[config.mk]
export PLATFORM = sky130hd
export DESIGN_NAME = savestate_sequencer
export DESIGN_NICKNAME = d
export VERILOG_FILES = /design/src/rtl/savestate_sequencer.sv
export SDC_FILE = /design/constraint.sdc
export NUM_CORES = 1
export LEC_CHECK = 0
export BUFFER_PORTS_ARGS = -buffer_cell sky130_fd_sc_hd__buf_4
export CORE_AREA = 8 8 75 93
export CTS_BUF_LIST = sky130_fd_sc_hd__clkbuf_8 sky130_fd_sc_hd__clkbuf_16
export CTS_CLUSTER_DIAMETER = 100
export CTS_CLUSTER_SIZE = 16
export DETAILED_ROUTE_END_ITERATION = 8
export DIE_AREA = 0 0 83 101
export PLACE_DENSITY = 0.74
export RECOVER_POWER = 25
export SETUP_SLACK_MARGIN = 0.1
export SYNTH_ARGS = -nofsm -noshare
export SYNTH_HDL_FRONTEND = slang
export SYNTH_SLANG_ARGS = --single-unit
export TNS_END_PERCENT = 5
[constraint.sdc]
create_clock -name clk -period 1.9 [get_ports clk]
set_input_delay 0.19 -clock clk [delete_from_list [all_inputs] [get_ports clk]]
set_output_delay 0.19 -clock clk [all_outputs]
set_load 0.01 [all_outputs]
[src/rtl/savestate_sequencer.sv]
// savestate_sequencer: halts the core, launches one streamer
// transfer for a save/load slot, then releases the core.
`timescale 1ns/1ps
module savestate_sequencer #(
   parameter logic [31:0] BASE_ADDR     = 32'h3000_0000,
   parameter int          SLOT_BITS     = 2,
   parameter int          SLOT_SHIFT    = 20,
   parameter int          HALT_TIMEOUT  = 65535,
   parameter int          START_TIMEOUT = 15
) (
   input  logic                 clk,
   input  logic                 reset_n,
   input  logic                 cmd_save,
   input  logic                 cmd_load,
   input  logic [SLOT_BITS-1:0] cmd_slot,
   output logic                 cmd_ready,
   output logic                 done,
   output logic [1:0]           status,
   output logic                 active,
   output logic                 halt_req,
   input  logic                 halt_ack,
   output logic [31:0]          ss_start_addr,
   output logic [31:0]          ss_length,
   output logic                 ss_read_start,
   output logic                 ss_write_start,
   input  logic                 ss_busy
);

   localparam int CNT_MAX = (HALT_TIMEOUT > START_TIMEOUT) ?
                            HALT_TIMEOUT : START_TIMEOUT;
   localparam int CW = $clog2(CNT_MAX + 1);
   localparam logic [CW-1:0] HALT_LIM  = CW'(HALT_TIMEOUT);
   localparam logic [CW-1:0] START_LIM = CW'(START_TIMEOUT);
   localparam logic [31:0] SLOT_LEN = 32'd1 << SLOT_SHIFT;

   localparam logic [1:0] ST_OK      = 2'd0;
   localparam logic [1:0] ST_HALT_TO = 2'd1;
   localparam logic [1:0] ST_NOSTART = 2'd2;

   typedef enum logic [2:0] {
      S_IDLE,
      S_HALT_WAIT,
      S_START,
      S_BUSY_WAIT,
      S_RUN,
      S_RELEASE,
      S_DONE
   } state_e;

   state_e        state_q, state_d;
   logic [CW-1:0] cnt_q, cnt_d;
   logic [1:0]    status_q, status_d;
   logic          save_q, save_d;
   logic [31:0]   addr_q, addr_d;
   logic          wr_q, wr_d;
   logic          rd_q, rd_d;

   logic          accept;
   logic [31:0]   slot_ext;

   assign accept   = cmd_save | cmd_load;
   assign slot_ext = 32'(cmd_slot);

   // State register; reset returns to IDLE at once, dropping halt_req.
   always_ff @(posedge clk or negedge reset_n) begin
      if (!reset_n) begin
         state_q <= S_IDLE;
      end else begin
         state_q <= state_d;
      end
   end

   // Next-state: halt handshake, start, busy tracking, release.
   always_comb begin
      state_d = state_q;
      unique case (state_q)
         S_IDLE: begin
            if (accept) state_d = S_HALT_WAIT;
         end
         S_HALT_WAIT: begin
            if (halt_ack)               state_d = S_START;
            else if (cnt_q == HALT_LIM) state_d = S_RELEASE;
         end
         S_START: begin
            state_d = S_BUSY_WAIT;
         end
         S_BUSY_WAIT: begin
            if (ss_busy)                 state_d = S_RUN;
            else if (cnt_q == START_LIM) state_d = S_RELEASE;
         end
         S_RUN: begin
            if (!ss_busy) state_d = S_RELEASE;
         end
         S_RELEASE: begin
            if (!halt_ack) state_d = S_DONE;
         end
         S_DONE: begin
            state_d = S_IDLE;
         end
         default: state_d = S_IDLE;
      endcase
   end

   // Datapath next values: timers, status, slot window, start pulses.
   always_comb begin
      cnt_d    = cnt_q;
      status_d = status_q;
      save_d   = save_q;
      addr_d   = addr_q;
      wr_d     = 1'b0;
      rd_d     = 1'b0;
      unique case (state_q)
         S_IDLE: begin
            if (accept) begin
               save_d = cmd_save;
               addr_d = BASE_ADDR + (slot_ext << SLOT_SHIFT);
               cnt_d  = '0;
            end
         end
         S_HALT_WAIT: begin
            if (!halt_ack) begin
               if (cnt_q == HALT_LIM) status_d = ST_HALT_TO;
               else                   cnt_d    = cnt_q + CW'(1);
            end
         end
         S_START: begin
            wr_d  = save_q;
            rd_d  = !save_q;
            cnt_d = '0;
         end
         S_BUSY_WAIT: begin
            if (!ss_busy) begin
               if (cnt_q == START_LIM) status_d = ST_NOSTART;
               else                    cnt_d    = cnt_q + CW'(1);
            end
         end
         S_RUN: begin
            if (!ss_busy) status_d = ST_OK;
         end
         default: ;
      endcase
   end

   // Datapath registers; start pulses clear asynchronously on reset.
   always_ff @(posedge clk or negedge reset_n) begin
      if (!reset_n) begin
         cnt_q    <= '0;
         status_q <= ST_OK;
         save_q   <= 1'b0;
         addr_q   <= BASE_ADDR;
         wr_q     <= 1'b0;
         rd_q     <= 1'b0;
      end else begin
         cnt_q    <= cnt_d;
         status_q <= status_d;
         save_q   <= save_d;
         addr_q   <= addr_d;
         wr_q     <= wr_d;
         rd_q     <= rd_d;
      end
   end

   // Outputs decoded from state; halt_req spans accept to release.
   always_comb begin
      cmd_ready = (state_q == S_IDLE);
      active    = (state_q != S_IDLE);
      done      = (state_q == S_DONE);
      halt_req  = (state_q == S_HALT_WAIT) ||
                  (state_q == S_START)     ||
                  (state_q == S_BUSY_WAIT) ||
                  (state_q == S_RUN);
   end

   assign status         = status_q;
   assign ss_start_addr  = addr_q;
   assign ss_length      = SLOT_LEN;
   assign ss_write_start = wr_q;
   assign ss_read_start  = rd_q;

endmodule

==> flow_summary.html <==
<table>
<tr><th>Metric</th><th>Value</th></tr>
<tr><th colspan="2">Finish</th></tr>
<tr><td>Number of antenna cells inserted</td><td>0</td></tr>
<tr><td># fillers</td><td>548</td></tr>
<tr><td>Share of cells above drive strength 1</td><td>30.98%</td></tr>
<tr><td>Final design area excluding fillers</td><td>2515 um^2</td></tr>
<tr><td>Post-Route Utilization</td><td>44.72%</td></tr>
<tr><td>Final Net Count</td><td>307</td></tr>
<tr><td>Area delta synth-&gt;final</td><td>20.07%</td></tr>
<tr><td>Post-Layout Cell Count</td><td>363</td></tr>
<tr><th colspan="2">Power and ir drop</th></tr>
<tr><td>Power density normalized to cell area</td><td>1041 nW/um^2</td></tr>
<tr><td>Maximum vdd ir drop</td><td>0.7110 mV</td></tr>
<tr><td>Total chip power</td><td>2.617 mW</td></tr>
<tr><td>Static Leakage</td><td>1.175 nW</td></tr>
<tr><th colspan="2">GRT</th></tr>
<tr><td>Global route total overflow</td><td>0</td></tr>
<tr><td>All-layer global routing usage</td><td>12.08%</td></tr>
<tr><td>Antenna violations before repair</td><td>0</td></tr>
<tr><td>Via count of the first global-routing pass</td><td>1904</td></tr>
<tr><td>First-pass GRT wire length</td><td>8735 um</td></tr>
<tr><td>Maximum number of pins on one net before global-route repair</td><td>27</td></tr>
<tr><th colspan="2">Placed design</th></tr>
<tr><td>Last weighted congestion value of the routability-driven placer</td><td>0.9182</td></tr>
<tr><td>HPWL after detailed placement</td><td>3873 um</td></tr>
<tr><td>Post-placement cell area</td><td>2300 um^2</td></tr>
<tr><td>Pre-CTS worst setup slack</td><td>-166.5 ps</td></tr>
<tr><td>Port Buffers</td><td>17</td></tr>
<tr><td>Cell count after placement</td><td>351</td></tr>
<tr><th colspan="2">Floorplanning</th></tr>
<tr><td>Die Width</td><td>83 um</td></tr>
<tr><td>Initial cell density of the core</td><td>37.24%</td></tr>
<tr><td>Num ports</td><td>80</td></tr>
<tr><td>Core Rows</td><td>31</td></tr>
<tr><td>Die span in y</td><td>101 um</td></tr>
<tr><td>Area of the die</td><td>8383 um^2</td></tr>
<tr><td>Core area</td><td>5624 um^2</td></tr>
<tr><th colspan="2">STA</th></tr>
<tr><td>Hold Vio Cnt, Final</td><td>0</td></tr>
<tr><td>Final max-slew violation count</td><td>0</td></tr>
<tr><td>Summed negative setup slack over all endpoints</td><td>-517.7 ps</td></tr>
<tr><td>Min Hold Slack</td><td>145.5 ps</td></tr>
<tr><td>Fmax achieved</td><td>496.1 MHz</td></tr>
<tr><td>Minimum clock period</td><td>2016 ps</td></tr>
<tr><td>Headroom to the max-slew limit</td><td>56.42%</td></tr>
<tr><td>Final worst-path setup slack</td><td>-115.6 ps</td></tr>
<tr><td>Slew at the pin closest to its max-slew limit</td><td>653.7 ps</td></tr>
<tr><td>Final Setup Violations</td><td>13</td></tr>
<tr><td>Worst Skew</td><td>9.289 ps</td></tr>
<tr><td>Tcrit/Tclk final</td><td>106.1%</td></tr>
<tr><td>RSZ-0062 raised after global routing</td><td>true</td></tr>
<tr><th colspan="2">Min path</th></tr>
<tr><td>Worst Hold Class</td><td>in2reg</td></tr>
<tr><th colspan="2">Clocking</th></tr>
<tr><td>Maximum number of buffers from clock root to sink</td><td>2</td></tr>
<tr><td>Root Buffer</td><td>sky130_fd_sc_hd__clkbuf_8</td></tr>
<tr><td>TritonCTS Buffers</td><td>3</td></tr>
<tr><td>Clock-pin slew on the worst setup and hold paths</td><td>90 ps</td></tr>
<tr><td>H-tree depth</td><td>1</td></tr>
<tr><td>Sink count of the clock tree</td><td>26</td></tr>
<tr><td>Clock latency reported for the late side of the worst-skew pair</td><td>280 ps</td></tr>
<tr><td>TritonCTS clock tree</td><td>done</td></tr>
<tr><th colspan="2">Route</th></tr>
<tr><td>Post-detailed-route DRC marker count</td><td>0</td></tr>
<tr><td>Drt initial violations</td><td>107</td></tr>
<tr><td>Via count of the routed design</td><td>1841</td></tr>
<tr><td>Wire length after detailed routing</td><td>5332 um</td></tr>
<tr><td>Iteration count of the initial detailed-routing pass</td><td>4</td></tr>
<tr><td>Antenna Nets Post-Route</td><td>0</td></tr>
<tr><td>Vias/cell</td><td>5.072</td></tr>
<tr><td>Routed wire per std cell</td><td>14.69 um</td></tr>
<tr><th colspan="2">Worst setup path</th></tr>
<tr><td>Endpoint class of the critical path</td><td>flop</td></tr>
<tr><td>Critical path data arrival time</td><td>2190 ps</td></tr>
<tr><td>Required @ worst endpoint</td><td>2070 ps</td></tr>
<tr><td>Critical Path Start Type</td><td>flop</td></tr>
<tr><td>Worst Path Max Fanout</td><td>5</td></tr>
<tr><td>Start-to-end type of the worst setup path</td><td>reg2reg</td></tr>
<tr><th colspan="2">Yosys</th></tr>
<tr><td>Count of warnings emitted by yosys</td><td>0</td></tr>
<tr><td>Dominant synthesized flop cell</td><td>sky130_fd_sc_hd__dfrtp_1</td></tr>
<tr><td>Flop and latch count out of synthesis</td><td>26</td></tr>
<tr><td>Mean instance size in the synthesized netlist</td><td>8.691 um^2</td></tr>
<tr><td>Post-Synthesis Cells</td><td>241</td></tr>
<tr><td>Total standard cell area after synthesis</td><td>2095 um^2</td></tr>
<tr><td>Proportion of synthesized chip area in sequential cells</td><td>31.06%</td></tr>
<tr><td>Fraction of synthesis flops using an asynchronous set or reset pin</td><td>100.0%</td></tr>
<tr><td>Number of flops mapped to enable cells by yosys</td><td>0</td></tr>
<tr><td>Number of unique standard cell types used by synthesis</td><td>51</td></tr>
<tr><th colspan="2">Status</th></tr>
<tr><td>Status</td><td>finished with violations</td></tr>
<tr><td>Violated checks</td><td>negative setup slack</td></tr>
<tr><th colspan="2">Flow run</th></tr>
<tr><td>Count of max-cap constraint violations</td><td>0</td></tr>
</table>
[critical path, stage by stage, from the launching register on]
cell	delay (ps)
sky130_fd_sc_hd__dfrtp_1	400
sky130_fd_sc_hd__ha_2	210
sky130_fd_sc_hd__nand4b_1	250
sky130_fd_sc_hd__nor4_4	90
sky130_fd_sc_hd__buf_4	160
sky130_fd_sc_hd__a211oi_4	400
sky130_fd_sc_hd__inv_2	120
sky130_fd_sc_hd__o41ai_2	290
[metal layers]
layer / track usage (%) / up-vias / wire length, um
li1: - / 854 / -
met1: 13.61 / 891 / 2185
met2: 21.76 / 88 / 2761
met3: 2.913 / 8 / 312
met4: 3.794 / 0 / 73
met5: 0 / - / 0
[sequential cells by signal, indices dropped and copies added (netlist names)]
register,count
cnt_q,16
state_q,3
ss_start_addr,2
status,2
save_q,1
ss_read_start,1
ss_write_start,1
[kinds of logic (layout without fill, tap and decap cells)]
kind of cell	after synthesis	after routing	share of synthesized area, %
other	2	62	0.3586
adders and majority gates	1	1	0.5973
DFF	26	26	31.06
xor gates and xnor gates	1	1	0.4182
buffers and inverters	76	71	25.33
and+or+nand+nor	74	74	20.79
muxes	3	3	1.792
AOI/OAI and AO/OA	58	59	19.65
[where the power goes]
group / switching, mW / internal, mW
clock network: 0.192 / 0.282
logic: 0.786 / 0.613
registers: 0.0734 / 0.669
[cells in the final DEF (no fill, tap or decap), types with 3 or more instances in the layout]
| master | count |
|---|---|
| sky130_fd_sc_hd__conb_1 | 62 |
| sky130_fd_sc_hd__buf_4 | 58 |
| sky130_fd_sc_hd__dfrtp_1 | 24 |
| sky130_fd_sc_hd__nand2_1 | 17 |
| sky130_fd_sc_hd__o21ai_0 | 13 |
| sky130_fd_sc_hd__nor2_1 | 12 |
| sky130_fd_sc_hd__a21oi_1 | 10 |
| sky130_fd_sc_hd__a31oi_1 | 9 |
| sky130_fd_sc_hd__nand3_1 | 8 |
| sky130_fd_sc_hd__nand2b_1 | 6 |
| sky130_fd_sc_hd__inv_1 | 5 |
| sky130_fd_sc_hd__nand4_1 | 5 |
| sky130_fd_sc_hd__o31ai_1 | 5 |
| sky130_fd_sc_hd__nor3_1 | 4 |
| sky130_fd_sc_hd__nor4_4 | 3 |
| sky130_fd_sc_hd__a41oi_2 | 3 |
| sky130_fd_sc_hd__clkbuf_8 | 3 |
[worst paths after layout]
path,startpoint,end,slack (ps),depth (start not counted)
max,cnt_q[0],cnt_q[14],-120,7
min,cmd_slot[0],ss_start_addr[20],150,2
max reg2reg,cnt_q[0],cnt_q[14],-120,7
min reg2reg,save_q,ss_read_start,470,1
max in group asynchronous,reset_n,cnt_q[15],950,2
min in group asynchronous,reset_n,cnt_q[8],470,2
[layout make-up]
class	count	area (um^2)	share of cell area, %
Multi-Input combinational cell	200	1224	48.66
Timing Repair Buffer	61	461.7	18.36
Inverter	6	22.52	0.8955
Clock buffer	3	41.29	1.642
Sequential cell	26	653.1	25.97
Clock inverter	1	30.03	1.194
Tap cell	66	82.58	3.284
[repair_timing]
| action | in CTS | in global routing |
|---|---|---|
| pin swaps | 14 | 7 |
| hold buffers | 1 | 0 |
| setup endpoints to repair | 20 | 20 |
| endpoints found under the hold margin | 26 | 0 |
| gates resized for setup | 11 | 6 |
| buffers inserted | 2 | 4 |
| cloned | 1 | 0 |
[synth_stat cells, drive strengths merged (2+ instances only)]
| library cell | instances | area, um^2 |
|---|---|---|
| and2 | 2 | 12.51 |
| o31ai | 6 | 45.04 |
| nor3 | 4 | 20.02 |
| dfrtp | 26 | 650.6 |
| a221oi | 2 | 17.52 |
| and3 | 2 | 12.51 |
| nor2 | 14 | 60.06 |
| mux2 | 3 | 37.53 |
| nand2b | 6 | 37.54 |
| nand4 | 5 | 31.28 |
| a41oi | 4 | 35.03 |
| a31oi | 9 | 56.30 |
| clkbuf | 5 | 18.77 |
| o21ai | 14 | 70.07 |
| conb | 2 | 7.510 |
| o22ai | 2 | 12.51 |
| a211oi | 3 | 27.52 |
| nand2 | 17 | 63.81 |
| inv | 6 | 22.52 |
| nand3 | 9 | 45.04 |
| or3 | 2 | 12.51 |
| nor4 | 4 | 61.31 |
| a21oi | 10 | 50.05 |
| buf | 65 | 489.2 |
| or4 | 2 | 18.77 |
(Power assumes the default switching activity.)
